==> src/rtl/grant_finish_unit.sv <==
// Client-side grant endpoint: forwards grant beats to the client and queues a
// Finish back to the granting manager on the last beat of grants that need one.
module grant_finish_unit #(
    parameter logic [1:0]  MY_ID        = 2'h0,
    parameter int unsigned DATA_BEATS   = 4,
    parameter int unsigned FINISH_DEPTH = 2
) (
    input  logic        clk,
    input  logic        reset,

    output logic        io_in_ready,
    input  logic        io_in_valid,
    input  logic [1:0]  io_in_bits_header_src,
    input  logic [1:0]  io_in_bits_header_dst,
    input  logic [2:0]  io_in_bits_payload_addr_beat,
    input  logic        io_in_bits_payload_client_xact_id,
    input  logic [1:0]  io_in_bits_payload_manager_xact_id,
    input  logic        io_in_bits_payload_is_builtin_type,
    input  logic [3:0]  io_in_bits_payload_g_type,
    input  logic [63:0] io_in_bits_payload_data,

    input  logic        io_out_ready,
    output logic        io_out_valid,
    output logic [2:0]  io_out_bits_addr_beat,
    output logic        io_out_bits_client_xact_id,
    output logic [1:0]  io_out_bits_manager_xact_id,
    output logic        io_out_bits_is_builtin_type,
    output logic [3:0]  io_out_bits_g_type,
    output logic [63:0] io_out_bits_data,

    input  logic        io_finish_ready,
    output logic        io_finish_valid,
    output logic [1:0]  io_finish_bits_header_src,
    output logic [1:0]  io_finish_bits_header_dst,
    output logic [1:0]  io_finish_bits_payload_manager_xact_id,

    output logic        io_dst_err
);

    localparam logic [2:0] LastBeat = 3'(DATA_BEATS - 1);
    localparam logic [2:0] Depth    = 3'(FINISH_DEPTH);
    localparam logic [1:0] PtrMax   = 2'(FINISH_DEPTH - 1);

    logic [2:0] beat_cnt_q, beat_cnt_d;
    logic [2:0] count_q, count_d;
    logic [1:0] wr_ptr_q, wr_ptr_d;
    logic [1:0] rd_ptr_q, rd_ptr_d;
    logic       dst_err_q, dst_err_d;
    // Entry = {header_src, manager_xact_id}; only the first FINISH_DEPTH slots are used.
    logic [3:0] fin_mem_q [4];

    logic multi, need_fin, last, enq_need, can_go, fire, enq, deq;

    always_comb begin
        multi = (io_in_bits_payload_is_builtin_type && io_in_bits_payload_g_type == 4'h5) ||
                (!io_in_bits_payload_is_builtin_type &&
                 (io_in_bits_payload_g_type == 4'h0 || io_in_bits_payload_g_type == 4'h1));
        need_fin = !(io_in_bits_payload_is_builtin_type && io_in_bits_payload_g_type == 4'h0);
        last     = !multi || (beat_cnt_q == LastBeat);
        enq_need = need_fin && last;
        // Full check uses the registered count, so a same-cycle dequeue cannot free a slot.
        can_go   = !enq_need || (count_q < Depth);
    end

    assign io_out_valid    = io_in_valid && can_go;
    assign io_in_ready     = io_out_ready && can_go && !reset;
    assign fire            = io_in_valid && io_in_ready;
    assign enq             = fire && enq_need;
    assign io_finish_valid = (count_q != 3'd0) && !reset;
    assign deq             = io_finish_valid && io_finish_ready;

    assign io_out_bits_addr_beat       = io_in_bits_payload_addr_beat;
    assign io_out_bits_client_xact_id  = io_in_bits_payload_client_xact_id;
    assign io_out_bits_manager_xact_id = io_in_bits_payload_manager_xact_id;
    assign io_out_bits_is_builtin_type = io_in_bits_payload_is_builtin_type;
    assign io_out_bits_g_type          = io_in_bits_payload_g_type;
    assign io_out_bits_data            = io_in_bits_payload_data;

    assign io_finish_bits_header_src              = MY_ID;
    assign io_finish_bits_header_dst              = fin_mem_q[rd_ptr_q][3:2];
    assign io_finish_bits_payload_manager_xact_id = fin_mem_q[rd_ptr_q][1:0];
    assign io_dst_err                             = dst_err_q;

    always_comb begin
        beat_cnt_d = beat_cnt_q;
        count_d    = count_q;
        wr_ptr_d   = wr_ptr_q;
        rd_ptr_d   = rd_ptr_q;
        dst_err_d  = dst_err_q;

        if (fire && multi) begin
            beat_cnt_d = last ? 3'd0 : beat_cnt_q + 3'd1;
        end
        if (fire && io_in_bits_header_dst != MY_ID) begin
            dst_err_d = 1'b1;
        end
        if (enq) begin
            wr_ptr_d = (wr_ptr_q == PtrMax) ? 2'd0 : wr_ptr_q + 2'd1;
        end
        if (deq) begin
            rd_ptr_d = (rd_ptr_q == PtrMax) ? 2'd0 : rd_ptr_q + 2'd1;
        end
        case ({enq, deq})
            2'b10:   count_d = count_q + 3'd1;
            2'b01:   count_d = count_q - 3'd1;
            default: count_d = count_q;
        endcase
    end

    always_ff @(posedge clk) begin
        if (reset) begin
            beat_cnt_q <= 3'd0;
            count_q    <= 3'd0;
            wr_ptr_q   <= 2'd0;
            rd_ptr_q   <= 2'd0;
            dst_err_q  <= 1'b0;
        end else begin
            beat_cnt_q <= beat_cnt_d;
            count_q    <= count_d;
            wr_ptr_q   <= wr_ptr_d;
            rd_ptr_q   <= rd_ptr_d;
            dst_err_q  <= dst_err_d;
        end
    end

    always_ff @(posedge clk) begin
        if (!reset && enq) begin
            fin_mem_q[wr_ptr_q] <= {io_in_bits_header_src, io_in_bits_payload_manager_xact_id};
        end
    end

endmodule
==> config.mk <==
export PLATFORM = sky130hd
export DESIGN_NAME = grant_finish_unit
export DESIGN_NICKNAME = d
export VERILOG_FILES = /design/src/rtl/grant_finish_unit.sv
export SDC_FILE = /design/constraint.sdc
export NUM_CORES = 1
export LEC_CHECK = 0
export ABC_AREA = 0
export ABC_CLOCK_PERIOD_IN_PS = 2600
export CORE_MARGIN = 2
export CORE_UTILIZATION = 29
export CTS_BUF_LIST = sky130_fd_sc_hd__clkbuf_4
export DETAILED_ROUTE_END_ITERATION = 6
export GPL_TIMING_DRIVEN = 1
export HOLD_SLACK_MARGIN = 0.06
export PLACE_DENSITY = 0.88
export SYNTH_ARGS = -nofsm -noshare
export SYNTH_HDL_FRONTEND = slang
export SYNTH_SLANG_ARGS = --single-unit
==> constraint.sdc <==
create_clock -name clk -period 2.6 [get_ports clk]
set_input_delay 0.52 -clock clk [delete_from_list [all_inputs] [get_ports clk]]
set_output_delay 0.52 -clock clk [all_outputs]
set_load 0.02 [all_outputs]
==> impl_metrics.ini, run 1 <==
[route]
drt_wl_total_um = 3040
drc = 0
routedWlPerCell_um = 13.4
drt_pass1_iterations = 4
via_per_inst = 4.40
drt_iter0_drc = 40
routed-via-count = 998
detail-route-antenna-nets = 0

[synth]
synth_fa_ha_area_frac = 0.0309
synthTopCellsByArea = buf_4, edfxtp_1, dfxtp_1
yosysTopAreaCell = buf_4
postSynthCellCount = 177
synth_top_area_share = 0.310
synthesis.area_um2 = 1860
postSynthAreaPerCell_um2 = 10.5
synth_top_family_by_area = buffers and inverters
synth-edff-count = 16
ys_seq_area_frac = 0.398
synth_compound_area_frac = 0.0672
synth_simple_gate_area_frac = 0.0853
synth_cell_types = 34
synthMuxAreaShare = 0.0699
ys.flop_type = edfxtp_1
async_flop_share = 0
ys_seq_elements = 29
ys.warnings.count = 0
synthXorXnorAreaFrac = 0.0141

[pwr]
pwr-share-clk = 0.286
internal-power_mw = 0.668
p_leak_nw = 0.666
power.switching_mw = 0.227
ir_drop_v = 0.000216
power_per_cell_area_nw_per_um2 = 489
power_frac_seq = 0.557
swShare = 0.254
power_frac_comb = 0.157
power_mw = 0.895

[placement]
place_inst = 219
place_area_um2 = 1760
io_buffers = 30
dp_hpwl_um = 2400
gp_congestion = 0.695
pre_cts_slack_ns = -0.233

[worst_setup_path]
cp_cell_sequence = clkdlybuf4s50_1 -> and3b_1 -> o221ai_4 -> nand2_1 -> ha_1 -> inv_1 -> fa_1 -> xor2_1 -> or3_1 -> a21oi_1
startpoint = io_in_bits_payload_g_type[2]
regToRegStartpoint = beat_cnt_q[0]
rr_worst_depth = 11
cpPeakStageDelay_ns = 0.56
reg2reg_slack_ns = 0.12
r2r-end = count_q[2]
crit_fanout = 5
crit_path_end = count_q[2]
crit_type = input port to register
crit_arrival_ns = 2.76
crit_path_end_kind = register
critPathRequiredTime_ns = 2.86
worstSetupStartpointType = input port
worst_path_max_delay_cell = clkdlybuf4s50_1

[worst_hold_path]
holdPathStages = 1
hp-class = register to register

[global_routing]
grt_pass1_wl_um = 4950
grtUsageTotal = 0.0891
grt_pass1_vias = 1025
antenna_found_initial = 0
overflow = 0
grt_max_degree = 14

[timing]
hold-worst-slack_ns = 0.457
setup_violations = 0
fin_crit_sh = 0.962
min_period_ns = 2.50
hold_violations = 0
postLayoutSetupSlackWorst_ns = 0.0976
fin_setup_tns_ns = 0
report.final.slew_viol_count = 0
fin_worst_skew_ns = 0.0107
fmax_mhz = 400
rsz0062_at_grt = yes

[flow_run]
drv_cap = 0

[layout]
final_area_um2 = 1830
nFillCells = 632
n_antenna_cell = 0
area_growth_pct = -1.75
fin_cells = 227
drive_above_1_share = 0.233
final_util = 0.291
seqCellArea_um2 = 742
multi_input_area_um2 = 520
nNetsFinal = 237

[clock_network]
post_cts_buffers = 0
path_clk_slew_ns = 0.09
htreeDepth = 2
insertion_delay_ns = 0.32
clockBufferDepth = 2
cts_sinks = 29
cts_tree = done
cts_root_buf = clkbuf_4
cts_buffers = 5

[status]
outcome = finished, final reports clean

[die]
initial_utilization = 0.297
die_area_um2 = 7080
core_um2 = 6280
die_y_um = 84.1
die_w_um = 84.1
rows = 29
io_pins = 169
[cell usage in the layout, fill, tap and decap left out, drive strengths merged, types with 2 or more instances in the layout]
| cell type | n |
|---|---|
| clkdlybuf4s50 | 28 |
| edfxtp | 16 |
| nor2 | 15 |
| dfxtp | 13 |
| buf | 12 |
| inv | 8 |
| a21oi | 6 |
| clkbuf | 6 |
| mux4 | 4 |
| nand2 | 4 |
| and3 | 3 |
| o21ai | 3 |
| ha | 3 |
| and2 | 2 |
| nor3 | 2 |
| mux2 | 2 |
| xor2 | 2 |
| conb | 2 |
| clkinv | 2 |
| and3b | 2 |
[logic make-up (layout without fill, tap and decap cells)]
kind of cell,after synthesis,after routing
other cells,1,2
fa+ha+maj,4,4
compound gates,15,15
flops,29,29
buf+inv,86,58
xor+xnor,3,3
mux,7,7
simple gates,32,32
[final cells by class]
class                      instances  area share
inverter                           8      0.0164
sequential                        29       0.406
multi-input combinational         63       0.285
clock buffer                       5      0.0205
tap                               77      0.0527
timing repair buffer              42       0.211
clock inverter                     3     0.00958
[metal layers]
layer	GRT usage	up-vias	routed length (um)
met2	0.152	62	1630
met3	0.0584	2	336
li1	-	457	-
met1	0.0861	477	1070
met4	0.0337	0	13
met5	0	-	0
[how the worst min path moves through the flow]
stage,startpoint,endpoint,slack [ns]
final,rd_ptr_q[1],rd_ptr_q[1],0.46
after CTS,rd_ptr_q[1],rd_ptr_q[1],0.46
after detailed placement,rd_ptr_q[1],register,0.45
after global placement,rd_ptr_q[1],rd_ptr_q[1],0.44
after floorplan,rd_ptr_q[1],register,0.43
after global routing,rd_ptr_q[1],rd_ptr_q[1],0.48
[flip-flops by register name, indices dropped and copies added (netlist names), named ones only]
| signal | cells |
|---|---|
| beat_cnt_q | 3 |
| count_q | 3 |
| fin_mem_q | 16 |
| io_dst_err | 1 |
| rd_ptr_q | 2 |
| wr_ptr_q | 2 |
[power groups by stage]
stage	sequential, mW	clock [mW]	combinational, mW
detailed placement	0.509	0	0.142
finish	0.499	0.256	0.140
global placement	0.509	0	0.139
global route	0.501	0.293	0.151
floorplan	0.509	0	0.229
CTS	0.499	0.270	0.141
[synth_stat cells (2+ instances only)]
cell type and instances:
ha_1 3, and2_1 2, and3_1 3, mux4_2 4, nand2_1 4, edfxtp_1 16
nor2_1 15, o21ai_0 2, xor2_1 2, dfxtp_1 13, buf_4 77, nor3_1 2
mux2_4 2, a21oi_1 5, inv_1 8
[worst max-delay path, delay by kind of cell]
family / cells / cell delay, ns
xor gates and xnor gates: 1 / 0.17
adders and majority gates: 2 / 0.53
buffers and inverters: 2 / 0.61
and+or+nand+nor: 3 / 0.66
AOI/OAI and AO/OA: 2 / 0.28
[timing repair]
item | CTS | global route
endpoints found under the setup margin | 2 | 3
hold buffers | 0 | 0
gates resized for setup | 5 | 4
Note: power is estimated with default switching activity, not from simulation.
==> run 2: changes to the inputs <==
==> config.mk (replaced) <==
export PLATFORM = sky130hd
export DESIGN_NAME = grant_finish_unit
export DESIGN_NICKNAME = d
export VERILOG_FILES = /design/src/rtl/grant_finish_unit.sv
export SDC_FILE = /design/constraint.sdc
export NUM_CORES = 1
export LEC_CHECK = 0
export ABC_AREA = 0
export ABC_CLOCK_PERIOD_IN_PS = 2930
export CORE_MARGIN = 2
export CORE_UTILIZATION = 34
export CTS_BUF_LIST = sky130_fd_sc_hd__clkbuf_4
export DETAILED_ROUTE_END_ITERATION = 6
export GPL_TIMING_DRIVEN = 1
export HOLD_SLACK_MARGIN = 0.15
export PLACE_DENSITY = 0.95
export SYNTH_ARGS = -nofsm -noshare
export SYNTH_HDL_FRONTEND = slang
export SYNTH_SLANG_ARGS = --single-unit
==> constraint.sdc (replaced) <==
create_clock -name clk -period 2.93 [get_ports clk]
set_input_delay 0.586 -clock clk [delete_from_list [all_inputs] [get_ports clk]]
set_output_delay 0.586 -clock clk [all_outputs]
set_load 0.02 [all_outputs]
==> impl_metrics.ini, run 2 (synthesized netlist as in run 1, its figures left out) <==
[status]
outcome = finished, final reports clean

[route]
routed-via-count = 905
routedWlPerCell_um = 12.2
drt_pass1_iterations = 4
via_per_inst = 4.27
drt_wl_total_um = 2590
drt_iter0_drc = 55
detail-route-antenna-nets = 0
drc = 0

[clock_network]
cts_tree = done
insertion_delay_ns = 0.33
cts_hold_buf = 0
path_clk_slew_ns = 0.09
cts_sinks = 29
htreeDepth = 2
cts_root_buf = clkbuf_4
clockBufferDepth = 2
cts_buffers = 5

[global_routing]
grt_max_degree = 14
grt_pass1_wl_um = 4210
grt_pass1_vias = 945
overflow = 0
antenna_found_initial = 0
grtUsageTotal = 0.0887

[worst_setup_path]
crit_path_end_kind = output pin
crit_type = register to output pin
worstSetupStartpointType = register
crit_arrival_ns = 2.09
crit_fanout = 5
critPathRequiredTime_ns = 2.34

[die]
initial_utilization = 0.358
die_area_um2 = 6080
rows = 26
io_pins = 169
die_w_um = 78
die_y_um = 78
core_um2 = 5200

[layout]
area_growth_pct = -4.91
n_antenna_cell = 0
nNetsFinal = 229
regMostFlops = fin_mem_q
fin_cells = 212
drive_above_1_share = 0.155
top_regs = fin_mem_q (16), beat_cnt_q (3), count_q (3)
final_cell_mix = clkdlybuf4s50_1, edfxtp_1, nor2_1
largest_reg_flops = 16
final_common_cell = clkdlybuf4s50_1
final_area_um2 = 1770

[timing]
fin_crit_sh = 0.913
hold_violations = 0
postLayoutSetupSlackWorst_ns = 0.254
setup_violations = 0
fmax_mhz = 374
report.final.slew_viol_count = 0
rsz0062_at_grt = no
fin_worst_skew_ns = 0.00756
min_period_ns = 2.68

[placement]
place_area_um2 = 1690
place_inst = 204
io_buffers = 30
dp_hpwl_um = 2010
pre_cts_slack_ns = -0.0809
gp_congestion = 0.806

[pwr]
ir_drop_v = 0.000170
p_leak_nw = 0.643
power_per_cell_area_nw_per_um2 = 497

[worst_hold_path]
hp-class = register to register

[flow_run]
drv_cap = 0
## run 2: worst paths after layout
path            startpoint           to  slack (ns)  depth (start not counted)
max          beat_cnt_q[0]  io_in_ready        0.25                          7
min            rd_ptr_q[1]  rd_ptr_q[1]        0.47                          1
max reg2reg  beat_cnt_q[0]   count_q[2]        0.26                         12
min reg2reg    rd_ptr_q[1]  rd_ptr_q[1]        0.47                          1
## run 2: timing repair
item                                    in CTS  in global routing
resized for setup                            2                  0
buffers inserted                             0                  0
endpoints found under the setup margin       2                  0
## run 2: layer usage
metal | part of all wire | vias up | GRT usage
met5 | 0 | - | 0
met4 | 0.021 | 0 | 0.0509
met3 | 0.11 | 13 | 0.0488
met2 | 0.47 | 47 | 0.134
met1 | 0.40 | 404 | 0.0987
li1 | - | 441 | -
## run 2: through the flow
step                      hold WS (ns)   util  total power, mW  setup TNS (ns)
after floorplan                  0.429      -            0.654               0
after global placement           0.440  0.325            0.566               0
after detailed placement         0.446  0.325            0.569         -0.0966
after CTS                        0.467  0.340            0.888               0
after global routing             0.486  0.340            0.917               0
final                            0.465  0.340            0.880               0
## run 2: critical path, stage by stage (launching register included)
cell and delay, ns:
dfxtp_1 0.36, ha_1 0.17, ha_1 0.23, and3b_1 0.23, o221ai_4 0.18, nand2_1 0.10
and3_1 0.18, dlygate4sd2_1 0.31
## run 2: area by class of cell
type / count / area, um^2
Clock inverter: 2 / 33.8
Inverter: 8 / 30.0
Tap cell: 70 / 87.6
Timing Repair Buffer: 34 / 328
Multi-Input combinational cell: 63 / 505
Fill cell: 537 / 3430
Clock buffer: 6 / 45.0
Sequential cell: 29 / 741
## run 2: power breakdown
part	switching, mW	total [mW]	leakage [nW]	internal [mW]
logic	0.0550	0.115	0.350	0.0600
clock network	0.137	0.323	0.0433	0.187
registers	0.00597	0.442	0.250	0.436
total	0.198	0.880	0.643	0.683
==> run 3: changes to the inputs <==
--- a/config.mk
+++ b/config.mk
@@ -12,7 +12,7 @@
 export CTS_BUF_LIST = sky130_fd_sc_hd__clkbuf_4
 export DETAILED_ROUTE_END_ITERATION = 6
 export GPL_TIMING_DRIVEN = 1
-export HOLD_SLACK_MARGIN = 0.15
+export HOLD_SLACK_MARGIN = 0.08
 export PLACE_DENSITY = 0.95
 export SYNTH_ARGS = -nofsm -noshare
 export SYNTH_HDL_FRONTEND = slang
==> results of run 3 <==
Same layout as run 2: the final DEF is identical, and so are final timing and power.
